## config.mk

```make
export PLATFORM = sky130hd
export DESIGN_NAME = ultrasonic_transmitter
export DESIGN_NICKNAME = d
export VERILOG_FILES = /design/src/rtl/ultrasonic_transmitter.sv
export SDC_FILE = /design/constraint.sdc
export NUM_CORES = 1
export LEC_CHECK = 0
export ABC_AREA = 1
export BUFFER_PORTS_ARGS = -buffer_cell sky130_fd_sc_hd__buf_2
export CAP_MARGIN = 20
export CORE_MARGIN = 1
export CORE_UTILIZATION = 30
export CTS_CLUSTER_SIZE = 24
export DETAILED_ROUTE_END_ITERATION = 8
export PLACE_DENSITY = 0.51
export SLEW_MARGIN = 15
export SYNTH_ARGS = -nofsm -noshare
export SYNTH_HDL_FRONTEND = slang
export SYNTH_SLANG_ARGS = --single-unit
```

## constraint.sdc

```tcl
create_clock -name SYS_CLK -period 5.6 [get_ports SYS_CLK]
set_clock_uncertainty 0.05 [all_clocks]
set_input_delay 0.56 -clock SYS_CLK [delete_from_list [all_inputs] [get_ports SYS_CLK]]
set_output_delay 0.56 -clock SYS_CLK [all_outputs]
set_load 0.005 [all_outputs]
```

## src/rtl/ultrasonic_transmitter.sv

```systemverilog
// Ultrasonic transmitter: produces a fixed-length, dead-time separated square-wave
// burst on the transducer H-bridge. A hold-off window (GUARD) follows each burst
// while the echo arrives. All outputs are registered, and each output is decoded
// from the next-state values so that it lines up with the state it describes.
module ultrasonic_transmitter #(
  parameter int HALF_PERIOD  = 625,
  parameter int DEAD_TIME    = 25,
  parameter int BURST_CYCLES = 8,
  parameter int HOLDOFF      = 500000
) (
  input  logic        SYS_CLK,
  input  logic        RST_N,
  input  logic        ON,
  input  logic        TRIGGER,
  input  logic        AUTO,
  output logic        TX_P,
  output logic        TX_N,
  output logic        BURST_SENT,
  output logic        BUSY,
  output logic [15:0] BURST_COUNT
);

  typedef enum logic [1:0] {IDLE, BURST, GUARD} state_t;

  localparam logic [15:0] HALF_LAST = 16'(HALF_PERIOD - 1);
  localparam logic [16:0] DEAD_LEN  = 17'(DEAD_TIME);
  localparam logic [7:0]  CYC_LAST  = 8'(BURST_CYCLES - 1);
  localparam logic [23:0] HOLD_LAST = 24'(HOLDOFF - 1);
  localparam logic        PH_A      = 1'b0;
  localparam logic        PH_B      = 1'b1;

  state_t      state, state_d;
  logic [15:0] half_cnt, half_cnt_d;
  logic        phase, phase_d;
  logic [7:0]  cyc_cnt, cyc_cnt_d;
  logic [23:0] hold_cnt, hold_cnt_d;
  logic [15:0] burst_count_d;
  logic        trig_prev;
  logic        start;
  logic        burst_done;
  logic        guard_done;
  logic        launch;
  logic        in_dead_d;

  // Trigger edges only count while IDLE; edges seen in BURST/GUARD are dropped.
  assign start      = ON & ~trig_prev & TRIGGER & (state == IDLE);
  assign burst_done = (state == BURST) & (phase == PH_B) &
                      (half_cnt == HALF_LAST) & (cyc_cnt == CYC_LAST);
  assign guard_done = (state == GUARD) & (hold_cnt == HOLD_LAST);
  // A burst starts either from an IDLE trigger edge or as an AUTO re-fire.
  assign launch     = start | (ON & AUTO & guard_done);
  // half_cnt_d < DEAD_TIME, written as (x+1 <= DEAD) so DEAD_TIME=0 stays a plain compare.
  assign in_dead_d  = ({1'b0, half_cnt_d} + 17'd1) <= DEAD_LEN;

  // Next-state and counter update rules for the IDLE/BURST/GUARD sequencer.
  always_comb begin
    state_d       = state;
    half_cnt_d    = half_cnt;
    phase_d       = phase;
    cyc_cnt_d     = cyc_cnt;
    hold_cnt_d    = hold_cnt;
    burst_count_d = BURST_COUNT;
    if (!ON) begin
      state_d = IDLE;
    end else if (launch) begin
      state_d    = BURST;
      half_cnt_d = 16'd0;
      phase_d    = PH_A;
      cyc_cnt_d  = 8'd0;
    end else begin
      case (state)
        BURST: begin
          if (burst_done) begin
            state_d       = GUARD;
            hold_cnt_d    = 24'd0;
            burst_count_d = BURST_COUNT + 16'd1;
          end else if (half_cnt == HALF_LAST) begin
            half_cnt_d = 16'd0;
            phase_d    = ~phase;
            if (phase == PH_B) cyc_cnt_d = cyc_cnt + 8'd1;
          end else begin
            half_cnt_d = half_cnt + 16'd1;
          end
        end
        GUARD: begin
          if (guard_done) state_d = IDLE;
          else            hold_cnt_d = hold_cnt + 24'd1;
        end
        default: ;
      endcase
    end
  end

  // State, counters and registered outputs; drives decode from the next phase so
  // TX_P and TX_N can never be high together, even across state changes.
  always_ff @(posedge SYS_CLK) begin
    if (!RST_N) begin
      state       <= IDLE;
      half_cnt    <= 16'd0;
      phase       <= PH_A;
      cyc_cnt     <= 8'd0;
      hold_cnt    <= 24'd0;
      trig_prev   <= 1'b0;
      TX_P        <= 1'b0;
      TX_N        <= 1'b0;
      BURST_SENT  <= 1'b0;
      BUSY        <= 1'b0;
      BURST_COUNT <= 16'd0;
    end else begin
      state       <= state_d;
      half_cnt    <= half_cnt_d;
      phase       <= phase_d;
      cyc_cnt     <= cyc_cnt_d;
      hold_cnt    <= hold_cnt_d;
      trig_prev   <= TRIGGER;
      BURST_COUNT <= burst_count_d;
      BURST_SENT  <= launch;
      BUSY        <= (state_d != IDLE);
      TX_P        <= (state_d == BURST) & ~in_dead_d & (phase_d == PH_A);
      TX_N        <= (state_d == BURST) & ~in_dead_d & (phase_d == PH_B);
    end
  end

endmodule

```

==> metrics.yaml, run 1 <==
period_share_pct: 57.9
drc: 2
ctsHoldBuffers: 0
grt_util_all_layers_pct: 16.8
die_area_um2: 15800
violations: "DRC"
setup_tns_ns: 0
cts-resized-gates: 0
drtAntennaViolNets: 0
diodes: 0
htreeDepth: 3
cpPeakStageDelay_ns: 0.61
synth_cell_types: 52
path_cells: "inv_1 > ha_1 > nand3_1 > nor2_2 > nand3_4 > nand2_4 > nand2_1 > nand2_1 > nand2_1 > nand2_2 > inv_2 > ha_1 > inv_1 > nand2_1 > nand2_1 > a21oi_1 > nand3_1 > nand3_1 > nor2_1 > nand3_1 > nand2_1 > nor2_1"
ys_ff_latch: 72
dpl_cell_area_um2: 4870
routed_wl_um: 12300
async_flop_share_pct: 0
die-height_um: 126
seq_area_um2: 1440
slew_headroom_pct: 52.6
antenna_found_initial: 0
maxCapViolations: 0
wl_per_cell_um: 13.6
nNetsFinal: 727
cts_buffers: 9
cts_buffer_depth: 2
dieWidth_um: 126
crit_path_end_kind: "register"
dp_hpwl_um: 9460
crit_type: "register to register"
first_global_vias: 4293
io_pins: 25
firstDrtPassIters: 7
fin_hold_ws_ns: 0.400
vias: 4447
power.total_w: 0.00122
min_delay_path_depth: 3
cts_tree: "done"
crit_path_frequent_cell: "nand2_1"
post_cts_buffers: 0
std_cell_rows: 44
cts_sinks: 72
p_leak_nw: 2.15
finalMaxSlewViolations: 0
place_congestion: 0.953
setup_viol: 0
final_cell_area_um2: 5190
drive_gt1_share_pct: 16.6
syn2layout_area_growth_pct: 13.1
vias_per_cell: 4.94
status: "complete, but fails checks"
grt_overflow_total: 0
fmax_mhz: 308
hold_viol: 0
synthFlopType: "dfxtp_1"
path_max_fanout: 19
slowest_stage: "ha_1"
synth_warnings: 0
critPathArrivalTime_ns: 3.44
grt_pass1_wl_um: 21000
reg2reg_depth: 22
yosysSeqAreaShare_pct: 31.4
portBuffers: 24
core-area_um2: 14800
cts_root_buffer: "clkbuf_16"
layout_min_cycle_time_ns: 3.25
start_kind: "register"
synthesis.nets: 705
fillers: 1616
grt_setup_unrepaired: "false"
first_iter_violations: 298
hp-class: "input port to register"
grt_max_degree: 30
tightest_slew_ns: 0.712
path_clk_slew_ns: 0.06
synth_edf_count: 0
ir_drop_mv: 0.158
start_util_pct: 31.1
powerDensity_nw_per_um2: 234
required_ns: 5.79
multiInputGateArea_um2: 2700
worstSkewPairLatency_ns: 0.35
netlist_area_um2: 4590
syn_inst: 690
avgSynthCellArea_um2: 6.65
## through the flow
step,instances,worst slack [ns],util [%]
after floorplan,690,3.12,-
after global placement,885,2.40,33.0
after detailed placement,885,2.29,33.0
after CTS,901,2.37,35.2
after global routing,901,2.08,35.2
final,901,2.35,35.2
## final cells by class
type                    count  area share, %
clock buffers               9           4.34
clock inverters             7           1.86
inverters                  97           7.02
multi-input cells         507           52.1
flip-flops and latches     72           27.8
well taps                 184           4.44
repair buffers             25           2.46
## layout by cell type, fill, tap and decap left out, types with 7 or more instances in the layout
cell / synthesis / layout
nor2_1: 98 / 98
inv_2: 18 / 18
nand3_1: 52 / 52
ha_1: 10 / 10
inv_1: 79 / 79
xor2_1: 7 / 7
nor2_2: 7 / 7
nor3_1: 20 / 20
nand4_1: 13 / 13
nand2_2: 15 / 15
nand2_1: 141 / 141
o21ai_0: 30 / 30
buf_2: 4 / 24
dfxtp_1: 72 / 72
clkbuf_16: 0 / 9
a21oi_1: 42 / 42
## path summary, 6_finish.rpt
| path | start | to | slack (ns) |
|---|---|---|---|
| worst min register to register | BURST_COUNT[15] | BURST_COUNT[15] | 0.43 |
| worst min-delay path | TRIGGER | trig_prev | 0.40 |
| worst max register to register | state[1] | TX_N | 2.35 |
| worst max-delay path | state[1] | TX_N | 2.35 |
## kinds of logic after synthesis
group                      Yosys count  synth area share, %
DFF                                 72                 31.4
adders and majority gates           10                 2.73
and+or+nand+nor                    393                 42.6
AOI/OAI and AO/OA                   96                 12.1
xor gates and xnor gates             8                 1.53
buffers and inverters              111                 9.68
## state kept, by name (all words and copies together), names as in the netlist, 2 cells and up
name / flops
BURST_COUNT: 16
cyc_cnt: 8
half_cnt: 16
hold_cnt: 24
state: 2
## where the power goes
group / leakage [nW] / switching [W] / internal [W]
clock network: 0.148 / 0.000242 / 0.000390
logic: 1.42 / 0.0000483 / 0.0000175
registers: 0.581 / 0.00000333 / 0.000516
## cells in the mapped netlist (2+ instances only)
| cell type | n | area share [%] |
|---|---|---|
| nor3_2 | 5 | 1.1 |
| inv_2 | 18 | 1.5 |
| xor2_1 | 7 | 1.3 |
| o21ai_2 | 3 | 0.57 |
| nand3_2 | 3 | 0.65 |
| o21ai_0 | 30 | 3.3 |
| nor4_1 | 3 | 0.41 |
| a21oi_1 | 42 | 4.6 |
| nand4_2 | 2 | 0.55 |
| nor3b_1 | 5 | 0.82 |
| nor2_8 | 2 | 0.87 |
| ha_1 | 10 | 2.7 |
| a211oi_1 | 2 | 0.33 |
| clkbuf_1 | 6 | 0.49 |
| nand2_2 | 15 | 2.0 |
| dfxtp_1 | 72 | 31 |
| nor2_2 | 7 | 0.95 |
| nand2_1 | 141 | 12 |
| or2_1 | 2 | 0.27 |
| nor2_4 | 6 | 1.5 |
| or2_2 | 2 | 0.27 |
| nand4_1 | 13 | 1.8 |
| nand2_4 | 6 | 1.5 |
| inv_1 | 79 | 6.5 |
| a31oi_1 | 2 | 0.27 |
| nor3_1 | 20 | 2.2 |
| nand3_1 | 52 | 5.7 |
| nor2_1 | 98 | 8.0 |
| nand3_4 | 2 | 0.76 |
| buf_2 | 4 | 0.44 |
| and3_1 | 5 | 0.68 |
| o21ai_1 | 6 | 0.65 |
## per-layer routing
layer | routed length [µm] | global-route usage, % | part of all wire, %
met2 | 5610 | 26.5 | 46
met3 | 514 | 2.80 | 4.2
met1 | 5890 | 22.5 | 48
met5 | 0 | 0 | 0
met4 | 265 | 8.03 | 2.2
## worst max-delay path, delay by kind of cell (launching register included)
| family | cells | cell delay [ns] |
|---|---|---|
| AOI/OAI and AO/OA | 1 | 0.06 |
| DFF | 1 | 0.33 |
| adders and majority gates | 2 | 0.91 |
| and+or+nand+nor | 16 | 1.56 |
| buffers and inverters | 3 | 0.22 |
No activity file was read; power rests on OpenSTA's default activity.
==> inputs of run 2 (changes only) <==
--- a/config.mk
+++ b/config.mk
@@ -5,7 +5,7 @@
 export SDC_FILE = /design/constraint.sdc
 export NUM_CORES = 1
 export LEC_CHECK = 0
-export ABC_AREA = 1
+export ABC_AREA = 0
 export BUFFER_PORTS_ARGS = -buffer_cell sky130_fd_sc_hd__buf_2
 export CAP_MARGIN = 20
 export CORE_MARGIN = 1
==> constraint.sdc (replaced) <==
create_clock -name SYS_CLK -period 3.03 [get_ports SYS_CLK]
set_clock_uncertainty 0.05 [all_clocks]
set_input_delay 0.303 -clock SYS_CLK [delete_from_list [all_inputs] [get_ports SYS_CLK]]
set_output_delay 0.303 -clock SYS_CLK [all_outputs]
set_load 0.005 [all_outputs]
==> run 2 against run 1 <==
The flow finishes with violations (setup timing). First-iteration DRC count is 42% lower. Sequential share of layout area is 4.6 points lower. Final cell count is 3.8% lower. Worst hold slack worse by 0.24 ns. Largest power group unchanged.
==> metrics.yaml, run 2 <==
ys_ff_latch: 72  # unchanged
synth_edf_count: 0  # unchanged
path_max_fanout: 3  # was 19
cts_buffer_depth: 2  # unchanged
status: "complete, but fails checks"  # unchanged
portBuffers: 24  # unchanged
drc: 0  # was 2
synth_area_leader_cell: "dfxtp_1"  # unchanged
htreeDepth: 3  # unchanged
cts_tree: "done"  # unchanged
synthTopCellsByCount: "78 x nor2_1, 72 x dfxtp_1, 47 x nand2_1"  # was 141 x nand2_1, 98 x nor2_1, 79 x inv_1
yosysMostFrequentCell: "nor2_1"  # was nand2_1
firstDrtPassIters: 5  # was 7
start_kind: "register"  # unchanged
largest_reg_flops: 24  # unchanged
nNetsFinal: 701  # was 727
vias: 4372  # was 4,447
top_register: "hold_cnt"  # unchanged
crit_type: "register to register"  # unchanged
diodes: 0  # unchanged
crit_path_end_kind: "register"  # unchanged
mostFrequentLayoutCell: "buf_4"  # was nand2_1
start_util_pct: 31.2  # was 31.1%
yosysSeqAreaShare_pct: 34.4  # was 31.4%
antenna_found_initial: 0  # unchanged
synth_top_area_share_pct: 34.4  # was 31.4%
routed_wl_um: 13200  # was 12,300 µm
drive_gt1_share_pct: 37.2  # was 16.6%
synthFlopType: "dfxtp_1"  # unchanged
grt_util_all_layers_pct: 19.3  # was 16.8%
violations: "setup timing"  # was DRC
worstSkewPairLatency_ns: 0.35  # about the same
synthesis.nets: 527  # was 705
vias_per_cell: 5.04  # was 4.94
required_ns: 3.21  # was 5.79 ns
first_iter_violations: 174  # was 298
synth_cell_types: 68  # was 52
critPathArrivalTime_ns: 4.10  # was 3.44 ns
grt_max_degree: 27  # was 30
drtAntennaViolNets: 0  # unchanged
avgSynthCellArea_um2: 8.19  # was 6.65 µm²
grt_overflow_total: 0  # unchanged
setup_slack_ns: -0.898  # was 2.35 ns
hp-class: "input port to register"  # unchanged
period_share_pct: 130  # was 57.9%
syn2layout_area_growth_pct: 48.5  # was 13.1%
cts_root_buffer: "clkbuf_16"  # unchanged
grt_pass1_wl_um: 21500  # was 21,000 µm
ctsHoldBuffers: 0  # unchanged
cts_sinks: 72  # unchanged
layout_min_cycle_time_ns: 3.93  # was 3.25 ns
tightest_slew_ns: 0.861  # was 0.712 ns
p_leak_nw: 2.60  # was 2.15 nW
powerDensity_nw_per_um2: 351  # was 234 nW/µm²
fillers: 1334  # was 1,616
path_clk_slew_ns: 0.06  # about the same
wl_per_cell_um: 15.2  # was 13.6 µm
die_area_um2: 14500  # was 15,800 µm²
core-area_um2: 13500  # was 14,800 µm²
finalMaxSlewViolations: 0  # unchanged
dp_hpwl_um: 10000  # was 9460 µm
io_pins: 25  # unchanged
maxCapViolations: 0  # unchanged
netlist_area_um2: 4190  # was 4590 µm²
slew_headroom_pct: 42.6  # was 52.6%
die-height_um: 120  # was 126 µm
synth_warnings: 0  # unchanged
dieWidth_um: 120  # was 126 µm
layout_common_cells: "151 x buf_4, 72 x nor2_1, 70 x dfxtp_1, 47 x nand2_1, 32 x xor2_1"  # was 141 x nand2_1, 98 x nor2_1, 79 x inv_1, 72 x dfxtp_1, 52 x nand3_1
fmax_mhz: 255  # was 308 MHz
grt_setup_unrepaired: "true"  # was false
power.total_w: 0.00219  # was 0.00122 W
first_global_vias: 4387  # was 4,293
ir_drop_mv: 0.273  # was 0.158 mV
async_flop_share_pct: 0  # unchanged
setup_viol: 20  # was 0
hold_viol: 0  # unchanged
netlist_top_cells_area: "dfxtp_1 34%, nor2_1 7.0%, xor2_1 6.9%"  # was dfxtp_1 31%, nand2_1 12%, nor2_1 8.0%
syn_inst: 512  # was 690
cts_buffers: 9  # unchanged
reg_top3: "hold_cnt (24), BURST_COUNT (16), half_cnt (16)"  # unchanged
place_congestion: 0.898  # was 0.953
std_cell_rows: 42  # was 44
fin_hold_ws_ns: 0.160  # was 0.400 ns
-- run 2: cell types whose count changed after synthesis, sizes merged, moves of 20 or more --
cell and change:
a21oi -24, inv -76, nand2 -115, nand3 -30, nor2 -35, o21ai -20, xor2 +26
-- run 2: routing by layer --
layer | GRT usage (%) | routed length, µm
met5 | 0 | 0
met1 | 23.2 | 5920
met3 | 4.43 | 528
met4 | 7.56 | 276
met2 | 33.3 | 6420
-- run 2: kinds of logic after synthesis --
group	count (synthesis)	share of synthesized area, %
XOR/XNOR	44	9.19
AND/OR/NAND/NOR	261	32.6
buffers and inverters	40	5.01
multiplexers	2	0.477
adder cells (fa/ha/maj)	10	2.98
flip-flops	72	34.4
AO/OA/AOI/OAI	83	15.4
-- run 2: final cells by class --
class / instances / area, µm² / area share [%]
multi-input combinational: 400 / 2800 / 45.0
clock buffer: 10 / 250 / 4.02
tap: 176 / 220 / 3.54
inverter: 21 / 78.8 / 1.27
timing repair buffer: 182 / 1360 / 21.8
sequential: 72 / 1450 / 23.2
clock inverter: 6 / 72.6 / 1.17
-- run 2: power breakdown --
group	internal (W)	total [W]	switching, W
logic	0.0000424	0.000109	0.0000664
registers	0.000948	0.000949	0.00000106
clock network	0.000695	0.00113	0.000432
total	0.00169	0.00219	0.000500
-- run 2: worst paths after layout --
path | start | to | slack [ns] | cells past startpoint
min | TRIGGER | trig_prev | 0.16 | 2
max reg2reg | half_cnt[0] | TX_N | -0.90 | 17
min reg2reg | hold_cnt[4] | hold_cnt[4] | 0.47 | 2
max | half_cnt[0] | TX_N | -0.90 | 17
-- run 2: worst max-delay path: stages, from the launching register on --
cell and delay, ns:
dfxtp_4 0.34, inv_2 0.04, ha_1 0.12, or4b_4 0.46, or4_4 0.53, o21a_4 0.21, or3_4 0.33, a31oi_4 0.19
ha_4 0.17, inv_2 0.04, a2111oi_4 0.30, buf_4 0.18, buf_4 0.11, xor2_2 0.06, o21ai_1 0.18, o311ai_2 0.15
nor4_4 0.23, nor3_1 0.09
-- run 2: repair_timing --
item / 4_1_cts / 5_1_grt
gates resized for setup: 26 / 17
pin swaps: 24 / 10
setup endpoints to repair: 26 / 43
buffers inserted: 5 / 6
gates cloned: 0 / 0
-- run 2: per-stage QoR --
step / std cells / util [%] / setup WS [ns] / setup TNS (ns) / instance area (µm²)
after global routing: 867 / 46.3 / -1.01 / -7.37 / 6230
final: 867 / 46.3 / -0.898 / -4.34 / 6230
after floorplan: 512 / - / -1.04 / -3.16 / 4280
after CTS: 862 / 45.5 / -0.927 / -7.27 / 6130
after detailed placement: 842 / 41.8 / -1.13 / -5.25 / 5630
after global placement: 842 / 41.8 / -1.06 / -4.72 / 5630
==> inputs of run 3 (changes only) <==
--- a/config.mk
+++ b/config.mk
@@ -13,6 +13,7 @@
 export CTS_CLUSTER_SIZE = 24
 export DETAILED_ROUTE_END_ITERATION = 8
 export PLACE_DENSITY = 0.51
+export RECOVER_POWER = 50
 export SLEW_MARGIN = 15
 export SYNTH_ARGS = -nofsm -noshare
 export SYNTH_HDL_FRONTEND = slang
==> run 3 against run 2 <==
The run still ends with setup timing left. Final cell count unchanged. Clock-buffer cell count unchanged. Combinational power about the same. Fmax about the same. Total power about the same. Largest cell class unchanged. Largest power group unchanged.
==> metrics.yaml, run 3 (synthesis results as in run 2) <==
portBuffers: 24  # unchanged
slew_headroom_pct: 43.3  # was 42.6%
period_share_pct: 130  # about the same
dp_hpwl_um: 10000  # unchanged
std_cell_rows: 42  # unchanged
mostFrequentLayoutCell: "buf_4"  # unchanged
power.total_w: 0.00218  # was 0.00219 W
worstSkewPairLatency_ns: 0.35  # about the same
rr_endpoint: "TX_N"  # unchanged
powerDensity_nw_per_um2: 353  # was 351 nW/µm²
path_clk_slew_ns: 0.06  # about the same
first_iter_violations: 227  # was 174
tightest_slew_ns: 0.850  # was 0.861 ns
routed_wl_um: 13100  # was 13,200 µm
fillers: 1349  # was 1,334
setup_viol: 25  # was 20
drtAntennaViolNets: 0  # unchanged
violations: "setup timing"  # unchanged
ctsHoldBuffers: 0  # unchanged
top_register: "hold_cnt"  # unchanged
reg2reg_depth: 17  # unchanged
dieWidth_um: 120  # unchanged
r2r_slack_ns: -0.90  # about the same
die-height_um: 120  # unchanged
antenna_found_initial: 0  # unchanged
fmax_mhz: 255  # about the same
die_area_um2: 14500  # unchanged
maxCapViolations: 0  # unchanged
multiInputGateArea_um2: 2800  # about the same
status: "complete, but fails checks"  # unchanged
crit_path_start: "half_cnt[0]"  # unchanged
nNetsFinal: 701  # unchanged
grt_pass1_wl_um: 21500  # unchanged
hold_viol: 0  # unchanged
cts_sinks: 72  # unchanged
first_global_vias: 4387  # unchanged
place_ws_ns: -1.13  # unchanged
required_ns: 3.21  # about the same
setup_tns_ns: -4.72  # was -4.34 ns
place_congestion: 0.898  # unchanged
critPathCapture: "TX_N"  # unchanged
hp-class: "input port to register"  # unchanged
crit_path_end_kind: "register"  # unchanged
grt_max_degree: 27  # unchanged
r2r-start: "half_cnt[0]"  # unchanged
start_util_pct: 31.2  # unchanged
p_leak_nw: 2.52  # was 2.60 nW
layout_common_cells: "146 x buf_4, 72 x nor2_1, 70 x dfxtp_1, 47 x nand2_1, 32 x xor2_1"  # was 151 x buf_4, 72 x nor2_1, 70 x dfxtp_1, 47 x nand2_1, 32 x xor2_1
io_pins: 25  # unchanged
ir_drop_mv: 0.273  # about the same
wl_per_cell_um: 15.1  # was 15.2 µm
largest_reg_flops: 24  # unchanged
cts_buffers: 9  # unchanged
grt_overflow_total: 0  # unchanged
finalMaxSlewViolations: 0  # unchanged
drc: 0  # unchanged
cts_root_buffer: "clkbuf_16"  # unchanged
core-area_um2: 13500  # unchanged
cts_tree: "done"  # unchanged
grt_setup_unrepaired: "true"  # unchanged
htreeDepth: 3  # unchanged
crit_type: "register to register"  # unchanged
drive_gt1_share_pct: 34.6  # was 37.2%
syn2layout_area_growth_pct: 47.6  # was 48.5%
fin_hold_ws_ns: 0.160  # about the same
reg_top3: "hold_cnt (24), BURST_COUNT (16), half_cnt (16)"  # unchanged
diodes: 0  # unchanged
vias: 4360  # was 4,372
critPathArrivalTime_ns: 4.10  # about the same
grt_util_all_layers_pct: 19.3  # unchanged
cts_buffer_depth: 2  # unchanged
setup_slack_ns: -0.896  # was -0.898 ns
vias_per_cell: 5.03  # was 5.04
path_max_fanout: 3  # unchanged
start_kind: "register"  # unchanged
seq_area_um2: 1450  # unchanged
firstDrtPassIters: 4  # was 5
layout_min_cycle_time_ns: 3.93  # about the same
==> run 3: changes by cell type in the layout (fill, tap and decap cells not counted), sizes merged <==
cell	previous run	this run
buf	182	165
clkbuf	10	27
==> run 3: worst min-delay path by stage <==
stage	start	endpoint	slack, ns	cells past startpoint
6_report	TRIGGER	trig_prev	0.16	2
5_1_grt	TRIGGER	trig_prev	0.17	2
4_1_cts	TRIGGER	trig_prev	0.15	2
3_5_place_dp	hold_cnt[4]	hold_cnt[4]	0.46	2
3_3_place_gp	BURST_COUNT[7]	BURST_COUNT[7]	0.44	2
2_1_floorplan	TRIGGER	trig_prev	0.37	1
==> run 3: per-layer routing <==
| layer | GRT usage, % | vias to the layer above | part of all wire (%) |
|---|---|---|---|
| li1 | - | 2187 | - |
| met1 | 23.2 | 2054 | 44 |
| met2 | 33.3 | 97 | 49 |
| met3 | 4.43 | 22 | 4.2 |
| met4 | 7.56 | 0 | 2.1 |
| met5 | 0 | - | 0 |
==> run 3: what timing repair did <==
action                                 4_1_cts  5_1_grt
cloned                                       0        0
resized for setup                           26       17
setup endpoints to repair                   26       43
buffers inserted                             5        6
pin swaps                                   24       10
endpoints found under the hold margin        0        0
==> run 3: worst max-delay path: stages (launching register included) <==
cell       delay, ns
dfxtp_4         0.34
inv_2           0.04
ha_1            0.12
or4b_4          0.46
or4_4           0.53
o21a_4          0.21
or3_4           0.33
a31oi_4         0.19
ha_4            0.17
inv_2           0.04
a2111oi_4       0.30
buf_4           0.18
buf_4           0.11
xor2_2          0.06
o21ai_1         0.18
o311ai_2        0.15
nor4_4          0.23
nor3_1          0.09
==> run 3: power by group <==
part | total, W | internal, W | switching (W) | leakage [nW]
Combinational | 0.000108 | 0.0000414 | 0.0000661 | 1.79
Clock | 0.00113 | 0.000695 | 0.000431 | 0.148
Sequential | 0.000950 | 0.000948 | 0.00000111 | 0.581
==> run 3: per-stage QoR <==
stage               cell area, µm²  utilization (%)  cells
floorplan                     4280                -    512
global placement              5630             41.8    842
detailed placement            5630             41.8    842
CTS                           6130             45.5    862
global route                  6190             46.0    867
finish                        6190             46.0    867
==> run 3: area by class of cell <==
class | instances | share of cell area [%]
Inverter | 21 | 1.27
Clock inverter | 6 | 1.17
Multi-Input combinational cell | 400 | 45.2
Tap cell | 176 | 3.56
Timing Repair Buffer | 182 | 21.4
Sequential cell | 72 | 23.4
Clock buffer | 10 | 4.04
